--- src/rtl/axi_error_responder_pkg.sv ---
// Shared types and constants for the AXI error responder: response codes, beat-length
// type, the atop bit that asks for a read response, and the write/read FSM encodings.
package axi_error_responder_pkg;

   localparam logic [1:0] RESP_OKAY   = 2'b00;
   localparam logic [1:0] RESP_EXOKAY = 2'b01;
   localparam logic [1:0] RESP_SLVERR = 2'b10;
   localparam logic [1:0] RESP_DECERR = 2'b11;

   localparam int unsigned ATOP_R_RESP = 5;

   typedef logic [7:0] len_t;

   typedef enum logic [1:0] {
      W_IDLE,
      W_DATA,
      W_ATOP,
      W_RESP
   } w_state_e;

   typedef enum logic {
      R_IDLE,
      R_SEND
   } r_state_e;

endpackage

--- src/rtl/axi_error_rd_burst.sv ---
// Read-burst engine: loads id/len from a request, then drives len+1 error R beats; request
// accepted @N gives r_valid @N+1. R payload stays frozen while r_valid && !r_ready.
module axi_error_rd_burst
   import axi_error_responder_pkg::*;
#(
   parameter int unsigned           ID_WIDTH   = 4,
   parameter int unsigned           DATA_WIDTH = 64,
   parameter logic [1:0]            RESP       = RESP_DECERR,
   parameter logic [DATA_WIDTH-1:0] DATA       = '0
) (
   input  logic                  clk_i,
   input  logic                  rst_i,
   input  logic                  req_vld_i,
   output logic                  req_rdy_o,
   input  logic [ID_WIDTH-1:0]   req_id_i,
   input  len_t                  req_len_i,
   input  logic                  req_atop_i,
   output logic                  done_o,
   output logic [ID_WIDTH-1:0]   r_id_o,
   output logic [DATA_WIDTH-1:0] r_data_o,
   output logic [1:0]            r_resp_o,
   output logic                  r_last_o,
   output logic                  r_valid_o,
   input  logic                  r_ready_i
);

   r_state_e            state_q, state_d;
   logic [ID_WIDTH-1:0] id_q, id_d;
   len_t                len_q, len_d;
   len_t                cnt_q, cnt_d;
   logic                atop_q, atop_d;
   logic                last_beat;

   // cnt never passes len, so len=255 yields 256 beats without wrapping.
   assign last_beat = (cnt_q == len_q);
   assign r_id_o    = id_q;

   always_comb begin
      state_d   = state_q;
      id_d      = id_q;
      len_d     = len_q;
      cnt_d     = cnt_q;
      atop_d    = atop_q;
      req_rdy_o = 1'b0;
      done_o    = 1'b0;
      r_valid_o = 1'b0;
      r_last_o  = 1'b0;
      r_data_o  = '0;
      r_resp_o  = RESP_OKAY;
      case (state_q)
         R_IDLE: begin
            req_rdy_o = 1'b1;
            if (req_vld_i) begin
               id_d    = req_id_i;
               len_d   = req_len_i;
               atop_d  = req_atop_i;
               cnt_d   = '0;
               state_d = R_SEND;
            end
         end
         R_SEND: begin
            r_valid_o = 1'b1;
            r_data_o  = DATA;
            r_resp_o  = RESP;
            r_last_o  = last_beat;
            if (r_ready_i) begin
               if (last_beat) begin
                  state_d = R_IDLE;
                  done_o  = atop_q;
               end else begin
                  cnt_d = cnt_q + 8'd1;
               end
            end
         end
         default: state_d = R_IDLE;
      endcase
   end

   always_ff @(posedge clk_i) begin
      if (rst_i) begin
         state_q <= R_IDLE;
         id_q    <= '0;
         len_q   <= '0;
         cnt_q   <= '0;
         atop_q  <= 1'b0;
      end else begin
         state_q <= state_d;
         id_q    <= id_d;
         len_q   <= len_d;
         cnt_q   <= cnt_d;
         atop_q  <= atop_d;
      end
   end

endmodule

--- src/rtl/axi_error_responder.sv ---
// Terminating AXI4+ATOP slave answering every request with RESP; AW->w_ready and w_last->B
// take one cycle, AR->first R one cycle. B and R hold stable until ready; one write in flight.
module axi_error_responder
   import axi_error_responder_pkg::*;
#(
   parameter int unsigned AXI_ID_WIDTH   = 4,
   parameter int unsigned AXI_ADDR_WIDTH = 32,
   parameter int unsigned AXI_DATA_WIDTH = 64,
   parameter int unsigned AXI_USER_WIDTH = 1,
   parameter logic [1:0]  RESP           = RESP_DECERR,
   parameter logic [63:0] RESP_DATA      = 64'hCA11_AB1E_BAD_CAB1E,
   parameter bit          ATOPS          = 1'b1
) (
   input  logic                        clk_i,
   input  logic                        rst_i,
   input  logic [AXI_ID_WIDTH-1:0]     slv_aw_id,
   input  logic [AXI_ADDR_WIDTH-1:0]   slv_aw_addr,
   input  logic [7:0]                  slv_aw_len,
   input  logic [2:0]                  slv_aw_size,
   input  logic [1:0]                  slv_aw_burst,
   input  logic                        slv_aw_lock,
   input  logic [3:0]                  slv_aw_cache,
   input  logic [2:0]                  slv_aw_prot,
   input  logic [3:0]                  slv_aw_qos,
   input  logic [3:0]                  slv_aw_region,
   input  logic [5:0]                  slv_aw_atop,
   input  logic [AXI_USER_WIDTH-1:0]   slv_aw_user,
   input  logic                        slv_aw_valid,
   output logic                        slv_aw_ready,
   input  logic [AXI_DATA_WIDTH-1:0]   slv_w_data,
   input  logic [AXI_DATA_WIDTH/8-1:0] slv_w_strb,
   input  logic                        slv_w_last,
   input  logic [AXI_USER_WIDTH-1:0]   slv_w_user,
   input  logic                        slv_w_valid,
   output logic                        slv_w_ready,
   output logic [AXI_ID_WIDTH-1:0]     slv_b_id,
   output logic [1:0]                  slv_b_resp,
   output logic [AXI_USER_WIDTH-1:0]   slv_b_user,
   output logic                        slv_b_valid,
   input  logic                        slv_b_ready,
   input  logic [AXI_ID_WIDTH-1:0]     slv_ar_id,
   input  logic [AXI_ADDR_WIDTH-1:0]   slv_ar_addr,
   input  logic [7:0]                  slv_ar_len,
   input  logic [2:0]                  slv_ar_size,
   input  logic [1:0]                  slv_ar_burst,
   input  logic                        slv_ar_lock,
   input  logic [3:0]                  slv_ar_cache,
   input  logic [2:0]                  slv_ar_prot,
   input  logic [3:0]                  slv_ar_qos,
   input  logic [3:0]                  slv_ar_region,
   input  logic [AXI_USER_WIDTH-1:0]   slv_ar_user,
   input  logic                        slv_ar_valid,
   output logic                        slv_ar_ready,
   output logic [AXI_ID_WIDTH-1:0]     slv_r_id,
   output logic [AXI_DATA_WIDTH-1:0]   slv_r_data,
   output logic [1:0]                  slv_r_resp,
   output logic                        slv_r_last,
   output logic [AXI_USER_WIDTH-1:0]   slv_r_user,
   output logic                        slv_r_valid,
   input  logic                        slv_r_ready
);

   function automatic logic [AXI_DATA_WIDTH-1:0] fill_pattern();
      logic [AXI_DATA_WIDTH+63:0] acc;
      acc = '0;
      for (int i = 0; i < (AXI_DATA_WIDTH + 63) / 64; i++) begin
         acc = {acc[AXI_DATA_WIDTH-1:0], RESP_DATA};
      end
      return acc[AXI_DATA_WIDTH-1:0];
   endfunction

   localparam logic [AXI_DATA_WIDTH-1:0] RespDataFill = fill_pattern();

   w_state_e                w_state_q, w_state_d;
   logic [AXI_ID_WIDTH-1:0] id_q, id_d;
   len_t                    len_q, len_d;
   logic                    atop_q, atop_d;
   logic                    taken_q, taken_d;
   logic                    atop_pending;
   logic                    rd_req_vld;
   logic                    rd_req_rdy;
   logic [AXI_ID_WIDTH-1:0] rd_req_id;
   len_t                    rd_req_len;
   logic                    rd_done;

   // An atomic waiting in W_ATOP wins the read engine over any AR in the same cycle.
   assign atop_pending = (w_state_q == W_ATOP) && !taken_q;
   assign rd_req_vld   = !rst_i && (atop_pending || slv_ar_valid);
   assign rd_req_id    = atop_pending ? id_q : slv_ar_id;
   assign rd_req_len   = atop_pending ? len_q : slv_ar_len;
   assign slv_ar_ready = rd_req_rdy && !atop_pending && !rst_i;

   assign slv_b_id   = id_q;
   assign slv_b_resp = RESP;
   assign slv_b_user = '0;
   assign slv_r_user = '0;

   always_comb begin
      w_state_d    = w_state_q;
      id_d         = id_q;
      len_d        = len_q;
      atop_d       = atop_q;
      taken_d      = taken_q;
      slv_aw_ready = 1'b0;
      slv_w_ready  = 1'b0;
      slv_b_valid  = 1'b0;
      case (w_state_q)
         W_IDLE: begin
            slv_aw_ready = !rst_i;
            if (slv_aw_valid && !rst_i) begin
               id_d      = slv_aw_id;
               len_d     = slv_aw_len;
               atop_d    = ATOPS && slv_aw_atop[ATOP_R_RESP];
               w_state_d = W_DATA;
            end
         end
         W_DATA: begin
            slv_w_ready = 1'b1;
            if (slv_w_valid && slv_w_last) begin
               w_state_d = atop_q ? W_ATOP : W_RESP;
            end
         end
         W_ATOP: begin
            if (atop_pending && rd_req_rdy) begin
               taken_d = 1'b1;
            end
            if (rd_done) begin
               taken_d   = 1'b0;
               w_state_d = W_RESP;
            end
         end
         W_RESP: begin
            slv_b_valid = 1'b1;
            if (slv_b_ready) begin
               w_state_d = W_IDLE;
            end
         end
         default: w_state_d = W_IDLE;
      endcase
   end

   always_ff @(posedge clk_i) begin
      if (rst_i) begin
         w_state_q <= W_IDLE;
         id_q      <= '0;
         len_q     <= '0;
         atop_q    <= 1'b0;
         taken_q   <= 1'b0;
      end else begin
         w_state_q <= w_state_d;
         id_q      <= id_d;
         len_q     <= len_d;
         atop_q    <= atop_d;
         taken_q   <= taken_d;
      end
   end

   axi_error_rd_burst #(
      .ID_WIDTH   (AXI_ID_WIDTH),
      .DATA_WIDTH (AXI_DATA_WIDTH),
      .RESP       (RESP),
      .DATA       (RespDataFill)
   ) u_rd_burst (
      .clk_i      (clk_i),
      .rst_i      (rst_i),
      .req_vld_i  (rd_req_vld),
      .req_rdy_o  (rd_req_rdy),
      .req_id_i   (rd_req_id),
      .req_len_i  (rd_req_len),
      .req_atop_i (atop_pending),
      .done_o     (rd_done),
      .r_id_o     (slv_r_id),
      .r_data_o   (slv_r_data),
      .r_resp_o   (slv_r_resp),
      .r_last_o   (slv_r_last),
      .r_valid_o  (slv_r_valid),
      .r_ready_i  (slv_r_ready)
   );

   // Address, attributes, write payload and user inputs carry no meaning for an error sink.
   logic unused_inputs;
   assign unused_inputs = ^{slv_aw_addr, slv_aw_size, slv_aw_burst, slv_aw_lock, slv_aw_cache,
                            slv_aw_prot, slv_aw_qos, slv_aw_region, slv_aw_atop, slv_aw_user,
                            slv_w_data, slv_w_strb, slv_w_user, slv_ar_addr, slv_ar_size,
                            slv_ar_burst, slv_ar_lock, slv_ar_cache, slv_ar_prot, slv_ar_qos,
                            slv_ar_region, slv_ar_user};

endmodule

--- config.mk ---
export PLATFORM = sky130hd
export DESIGN_NAME = axi_error_responder
export DESIGN_NICKNAME = d
export VERILOG_FILES = /design/src/rtl/axi_error_responder_pkg.sv /design/src/rtl/axi_error_rd_burst.sv /design/src/rtl/axi_error_responder.sv
export SDC_FILE = /design/constraint.sdc
export NUM_CORES = 1
export LEC_CHECK = 0
export CAP_MARGIN = 20
export CORE_AREA = 2 2 116 118
export CTS_BUF_LIST = sky130_fd_sc_hd__clkbuf_16
export DETAILED_ROUTE_END_ITERATION = 16
export DIE_AREA = 0 0 118 120
export PLACE_DENSITY = 0.63
export SLEW_MARGIN = 30
export SYNTH_ARGS = -nofsm -noshare
export SYNTH_HDL_FRONTEND = slang
export SYNTH_SLANG_ARGS = --single-unit
export TNS_END_PERCENT = 10
--- constraint.sdc ---
create_clock -name clk_i -period 4.2 [get_ports clk_i]
set_clock_uncertainty 0.1 [all_clocks]
set_input_delay 0.63 -clock clk_i [delete_from_list [all_inputs] [get_ports clk_i]]
set_output_delay 0.63 -clock clk_i [all_outputs]
set_load 0.02 [all_outputs]
==> results.md, run 1 <==
- Status: finished, final reports clean
- Clk slew on worst S/H paths: 0.05 ns
- R2R Path End: u_rd_burst.len_q[3]$_SDFFE_PP0P_
- Register area: about 760 um^2
- Compound-Gate Fraction of Synth Area: roughly an eighth
- Worst Reg-to-Reg Cells: 7
- Crit-path slowest cell: clkdlybuf4s50_1
- # fillers: 1420
- Detailed placer's ending HPWL: 4.42 mm
- I/O Pins: between 300 and 400
- Max Fclk: 312 MHz
- Critical Path RT: 3.47 ns
- Hold depth: 2
- Hold_sp: len_q[1]$_SDFFE_PP0P_
- Setup TNS: 0 ns
- Core Util, Final: 24.6%
- Vias per cell: about 3.7
- Relative slew slack: 45.3%
- Die area: roughly 14000 um^2
- # diodes: 0
- Pre-CTS setup slack: 0.972 ns
- Final Worst Setup Slack: around 1.0 ns
- CTS tree: done
- Routed Antenna Nets: 0
- Tcrit/Tclk final: 76.3%
- Cts bufs inserted: 5
- Reg-to-Reg Start: w_state_q[0]$_SDFFE_PP0P_
- Tightest Pin Transition: between 0.8 and 0.9 ns
- Most common cell on crit path: clkdlybuf4s50_1
- Vias: 1929
- Reg-to-reg setup timing slack: 1.74 ns
- Drt pass-1 iters: 4
- Post-Synth XOR/XNOR Area: 4.44%
- Post-synthesis simple-gate area fraction: 19.0%
- Post-synthesis mux area share: 1.75%
- Crit end category: primary output
- CP max FO: 8
- RSZ-0062 raised after global routing: no
- Post-route minimum period: between 3 and 4 ns
- Crit Path Category: in2out
- Fin cells: 524
- Routed len/inst: 10.8 um
- CP peak stage delay: between 0.6 and 0.7 ns
- Synth Cell Area: 2360 um^2
- Endpoint, Worst Hold: len_q[1]$_SDFFE_PP0P_
- Sequential share of power: 26.8%
- Sw Share: between 30% and 40%
- Nets: 572
- Placed cells: 516
- Comb pwr share: 45.8%
- Detailed Route WL: 5.66 mm
- Delay-heaviest family, CP: buffers and inverters
- Total power: roughly 0.0017 W
- Netlist cell types: 37
- Pin count of the biggest net entering global routing: 38
- Levels on crit path: 4
- Clk Latency, worst-skew pair: 0.28 ns
- DRC errors left: 0
- Initial antenna violation count: 0
- GRT Resource Usage Total: 7.99%
- Register bit total from synthesis: 38
- Die Y: 120 um
- Setup bufs post-CTS: 0
- Largest family of logic cells by synthesized area: buffers and inverters
- Die W: 118 um
- Mean Syn Cell Area: 7.83 um^2
- Final setup viols: 0
- Ratio of cells with drive above 1 in the final layout: under 10%
- Core area: 13000 um^2
- Footprint of the multi-input gates: 1110 um^2
- Final Max Tran Viols: 0
- Initial Util: around 18%
- Vias in the first global route: between 1.5k and 2k
- Global route total overflow: 0
- RePlAce Congestion: roughly 0.82
- P_leak: between 1 and 1.5 nW
- Row cnt: 42
- Clk pwr share: 27.4%
- Post-cts hold buffer count: 0
- Count of final hold-check violations: 0
- WP buf/inv: 3
- CTS Sinks: 38
- Maximum vdd drop: 0.263 mV
- Arrival time worst endpoint: 2.47 ns
- Synth top area cells: dfxtp_1, buf_4, nand2_1
- Crit start category: input pin
- Global-route wire length before repair: a little under 9 mm
- Sequential fraction of the synthesis area: between 30% and 40%
- H-Tree Level Count: 2
- Max cap viols: 0
- NetSw: 0.000641 W
- Area growth from synthesis to layout: 34.8%
- Worst min path class: reg2reg
- Clk root buf: clkbuf_16
- Largest area contributor in the netlist: dfxtp_1
- Clock Path Buffers: 2
- Syn Inst Count: about 300
- CP cell instances: clkdlybuf4s50_1 -> buf_4 -> nor3_1 -> clkdlybuf4s50_1
- Buffers on Ports: 82
- YS warnings: 0
- Post-Synth Adder-Cell Area: 3.17%
- Internal power: around 0.0011 W
- # resized after CTS: 0
- Synth top area share: 32.2%
- Starting DRT DRC Count: 75
- P per Cell Area: 548 nW/um^2
[flip-flops by register name (all words and copies together) (netlist names)]
signal,cells
atop_q,1
u_rd_burst.state_q,1
u_rd_burst.r_id_o,4
u_rd_burst.atop_q,1
u_rd_burst.cnt_q,8
u_rd_burst.len_q,8
slv_b_id,4
taken_q,1
len_q,8
w_state_q,2
[Yosys cell counts, drive strengths merged]
cell / instances
mux2i: 3
and2: 1
a221o: 1
a21boi: 1
nor2b: 2
nand2b: 1
nor3: 2
nand2: 59
conb: 2
a311oi: 13
dfxtp: 38
nor2: 23
clkbuf: 8
nand3: 2
nor4: 2
ha: 6
xnor2: 4
o2111ai: 1
mux2: 1
nand3b: 1
and3: 2
o21ai: 17
inv: 10
buf: 74
or2: 1
a211oi: 5
o211a: 1
o31ai: 1
nand4: 3
a21oi: 6
xor2: 8
and4: 2
or3: 1
[power groups by stage]
stage	sequential [W]	clock [W]	combinational (W)
after global routing	0.000477	0.000503	0.000862
after floorplan	0.000503	0	0.000570
after CTS	0.000468	0.000490	0.000806
after detailed placement	0.000476	0	0.000804
after global placement	0.000473	0	0.000787
final	0.000468	0.000479	0.000800
[worst max path at each step]
stage	start	to	slack [ns]
6_report	rst_i	slv_ar_ready	1.0
5_1_grt	rst_i	slv_ar_ready	0.82
4_1_cts	rst_i	slv_ar_ready	0.96
3_5_place_dp	rst_i	u_rd_burst.len_q[3]$_SDFFE_PP0P_	0.97
3_3_place_gp	rst_i	slv_ar_ready	0.97
2_1_floorplan	w_state_q[0]$_SDFFE_PP0P_	slv_ar_ready	1.81
[cells in the final DEF, fill, tap and decap left out, drive strengths merged, types with 3 or more instances in the layout]
| master | Yosys | routed |
|---|---|---|
| clkdlybuf4s50 | 0 | 82 |
| nand2 | 59 | 59 |
| dfxtp | 38 | 38 |
| conb | 2 | 34 |
| nor2 | 23 | 23 |
| o21ai | 17 | 17 |
| a311oi | 13 | 13 |
| inv | 10 | 10 |
| xor2 | 8 | 8 |
| a21oi | 6 | 6 |
| ha | 6 | 6 |
| buf | 74 | 6 |
| clkbuf | 8 | 5 |
| a211oi | 5 | 5 |
| xnor2 | 4 | 4 |
| nand4 | 3 | 3 |
| mux2i | 3 | 3 |
[final cells by class]
type | count | share of cell area [%]
sequential | 38 | 23.9
clock buffer | 5 | 3.92
multi-input combinational | 204 | 35.0
timing repair buffer | 88 | 27.2
clock inverter | 3 | 2.00
tap | 176 | 6.91
inverter | 10 | 1.18
[cell families after synthesis]
group | after synthesis
fa+ha+maj | 6
simple gates | 102
compound gates | 46
flops | 38
mux | 4
buf+inv | 92
other cells | 2
xor+xnor | 12
[layer usage]
layer / track usage, % / routed length [um]
met5: 0 / 0
met4: 3.39 / 104
met3: 1.71 / 387
met2: 13.2 / 2490
met1: 10.1 / 2680
[tightest hold or removal path, stage by stage, from the launching register on]
cell and delay [ns]:
dfxtp_1 0.31, nand2_1 0.05, o21ai_0 0.06
[stage by stage]
stage	hold WS, ns	area, um^2
after detailed placement	0.353	3000
after CTS	0.362	3190
after global routing	0.377	3190
after floorplan	0.336	2480
final	0.360	3190
after global placement	0.347	3000
Power figures use the tool's default switching activity.
==> run 2: changes to the inputs <==
--- a/config.mk
+++ b/config.mk
@@ -6,11 +6,12 @@
 export NUM_CORES = 1
 export LEC_CHECK = 0
 export CAP_MARGIN = 20
-export CORE_AREA = 2 2 116 118
+export CORE_ASPECT_RATIO = 0.5
+export CORE_MARGIN = 2
+export CORE_UTILIZATION = 23
 export CTS_BUF_LIST = sky130_fd_sc_hd__clkbuf_16
 export DETAILED_ROUTE_END_ITERATION = 16
-export DIE_AREA = 0 0 118 120
-export PLACE_DENSITY = 0.63
+export PLACE_DENSITY = 0.79
 export SLEW_MARGIN = 30
 export SYNTH_ARGS = -nofsm -noshare
 export SYNTH_HDL_FRONTEND = slang
==> constraint.sdc (replaced) <==
create_clock -name clk_i -period 2.7 [get_ports clk_i]
set_clock_uncertainty 0.1 [all_clocks]
set_input_delay 0.405 -clock clk_i [delete_from_list [all_inputs] [get_ports clk_i]]
set_output_delay 0.405 -clock clk_i [all_outputs]
set_load 0.02 [all_outputs]
==> results.md, run 2 (same netlist as run 1, synthesis figures left out) <==
- Die Y: approximately 76 um
- Clk slew on worst S/H paths: 0.06 ns
- Clk root buf: clkbuf_16
- Global route total overflow: 0
- Arrival time worst endpoint: 2.05 ns
- Most common cell after layout, fill and taps aside: clkdlybuf4s50_1
- CP cell instances: inv_1 -> ha_1 -> nor2b_1 -> nor3_1 -> clkdlybuf4s50_1
- Crit start category: flop
- Critical Path RT: between 2 and 2.5 ns
- Nets: 577
- Area growth from synthesis to layout: 32.5%
- WP buf/inv: 2
- P per Cell Area: 809 nW/um^2
- Starting DRT DRC Count: 101
- Clk Latency, worst-skew pair: 0.27 ns
- Final setup viols: 0
- Crit Path Category: reg2out
- DRC errors left: 0
- Worst min path class: reg2reg
- Drt pass-1 iters: 4
- Die W: 147 um
- Crit-path slowest cell: clkdlybuf4s50_1
- H-Tree Level Count: 2
- Max cap viols: 0
- Post-cts hold buffer count: 0
- CTS tree: done
- Count of final hold-check violations: 0
- CP max FO: 5
- Tcrit/Tclk final: 94.8%
- Initial antenna violation count: 0
- GRT Resource Usage Total: under 10%
- Die area: 11200 um^2
- Detailed placer's ending HPWL: between 3 and 4 mm
- Routed len/inst: ~10 um
- Status: finished, final reports clean
- Total power: 0.00253 W
- # fillers: 1047
- # resized after CTS: 0
- Vias: approximately 2k
- Delay-heaviest family, CP: buffers and inverters
- Hold slack: 0.360 ns
- Routed Antenna Nets: 0
- RePlAce Congestion: around 0.8
- Row cnt: 26
- Buffers on Ports: 82
- # diodes: 0
- Largest registers: len_q: 8 flops, u_rd_burst.cnt_q: 8 flops, u_rd_burst.len_q: 8 flops
- Detailed Route WL: 5.13 mm
- Vias in the first global route: 1692
- Pre-CTS setup slack: 0.425 ns
- Core area: a little over 10000 um^2
- Clock Path Buffers: 2
- RSZ-0062 raised after global routing: no
- Ratio of cells with drive above 1 in the final layout: roughly 7.4%
- CTS Sinks: 38
- Cts bufs inserted: 5
- Initial Util: 23.4%
- Final Max Tran Viols: 0
- Post-route minimum period: roughly 2.6 ns
- Pin count of the biggest net entering global routing: 38
- P_leak: 1.24 nW
- Max Fclk: 391 MHz
- I/O Pins: 303
- CP peak stage delay: about 0.64 ns
- Most frequent cells in the layout: clkdlybuf4s50_1, nand2_1, dfxtp_1
- Crit end category: primary output
- Vias per cell: 3.97
- Maximum vdd drop: 0.215 mV
- Global-route wire length before repair: between 7 and 8 mm
- Setup bufs post-CTS: 0
- Final Worst Setup Slack: ~0.14 ns
- Setup TNS: 0 ns
[run 2: cell count changes in the layout (fill, tap and decap cells not counted), sizes merged]
cell and delta:
buf +5, bufinv -2, clkinv +1, clkinvlp +1
[run 2: stage by stage]
stage	utilization, %	cells	area (um^2)
final	31.0	493	3130
after detailed placement	29.6	485	2990
after global routing	31.0	493	3130
after CTS	31.0	493	3130
after global placement	29.6	485	2990
after floorplan	-	334	2480
[run 2: power breakdown]
group	internal [W]	switching [W]	total, W
combinational	0.000557	0.000693	0.00125
clock	0.000337	0.000217	0.000554
sequential	0.000656	0.0000738	0.000730
[run 2: final cells by class]
class                           instances  area, um^2  share of cell area [%]
Tap cell                              140         175                    5.59
Clock inverter                          3        16.3                   0.519
Clock buffer                            5         125                    3.99
Sequential cell                        38         761                    24.3
Inverter                               10        37.5                    1.20
Multi-Input combinational cell        204        1110                    35.6
Timing Repair Buffer                   93         903                    28.8
[run 2: layer usage]
metal,up-vias,track usage (%),part of all wire [%]
li1,996,-,-
met1,896,10.3,43
met2,59,16.7,51
met3,4,1.98,5.6
met4,0,3.31,1.1
met5,-,0,0
[run 2: final timing paths]
kind,cells past startpoint,slack [ns],from,endpoint
setup reg to reg,8,0.43,w_state_q[0]$_SDFFE_PP0P_,u_rd_burst.len_q[2]$_SDFFE_PP0P_
hold reg to reg,2,0.36,len_q[2]$_SDFFE_PP0P_,len_q[2]$_SDFFE_PP0P_
setup / recovery,5,0.14,w_state_q[0]$_SDFFE_PP0P_,slv_ar_ready
hold / removal,2,0.36,len_q[2]$_SDFFE_PP0P_,len_q[2]$_SDFFE_PP0P_
[run 2: tightest hold or removal path, cell delays in order (launching register included)]
cell and delay [ns]:
dfxtp_1 0.31, nand2_1 0.05, o21ai_0 0.06
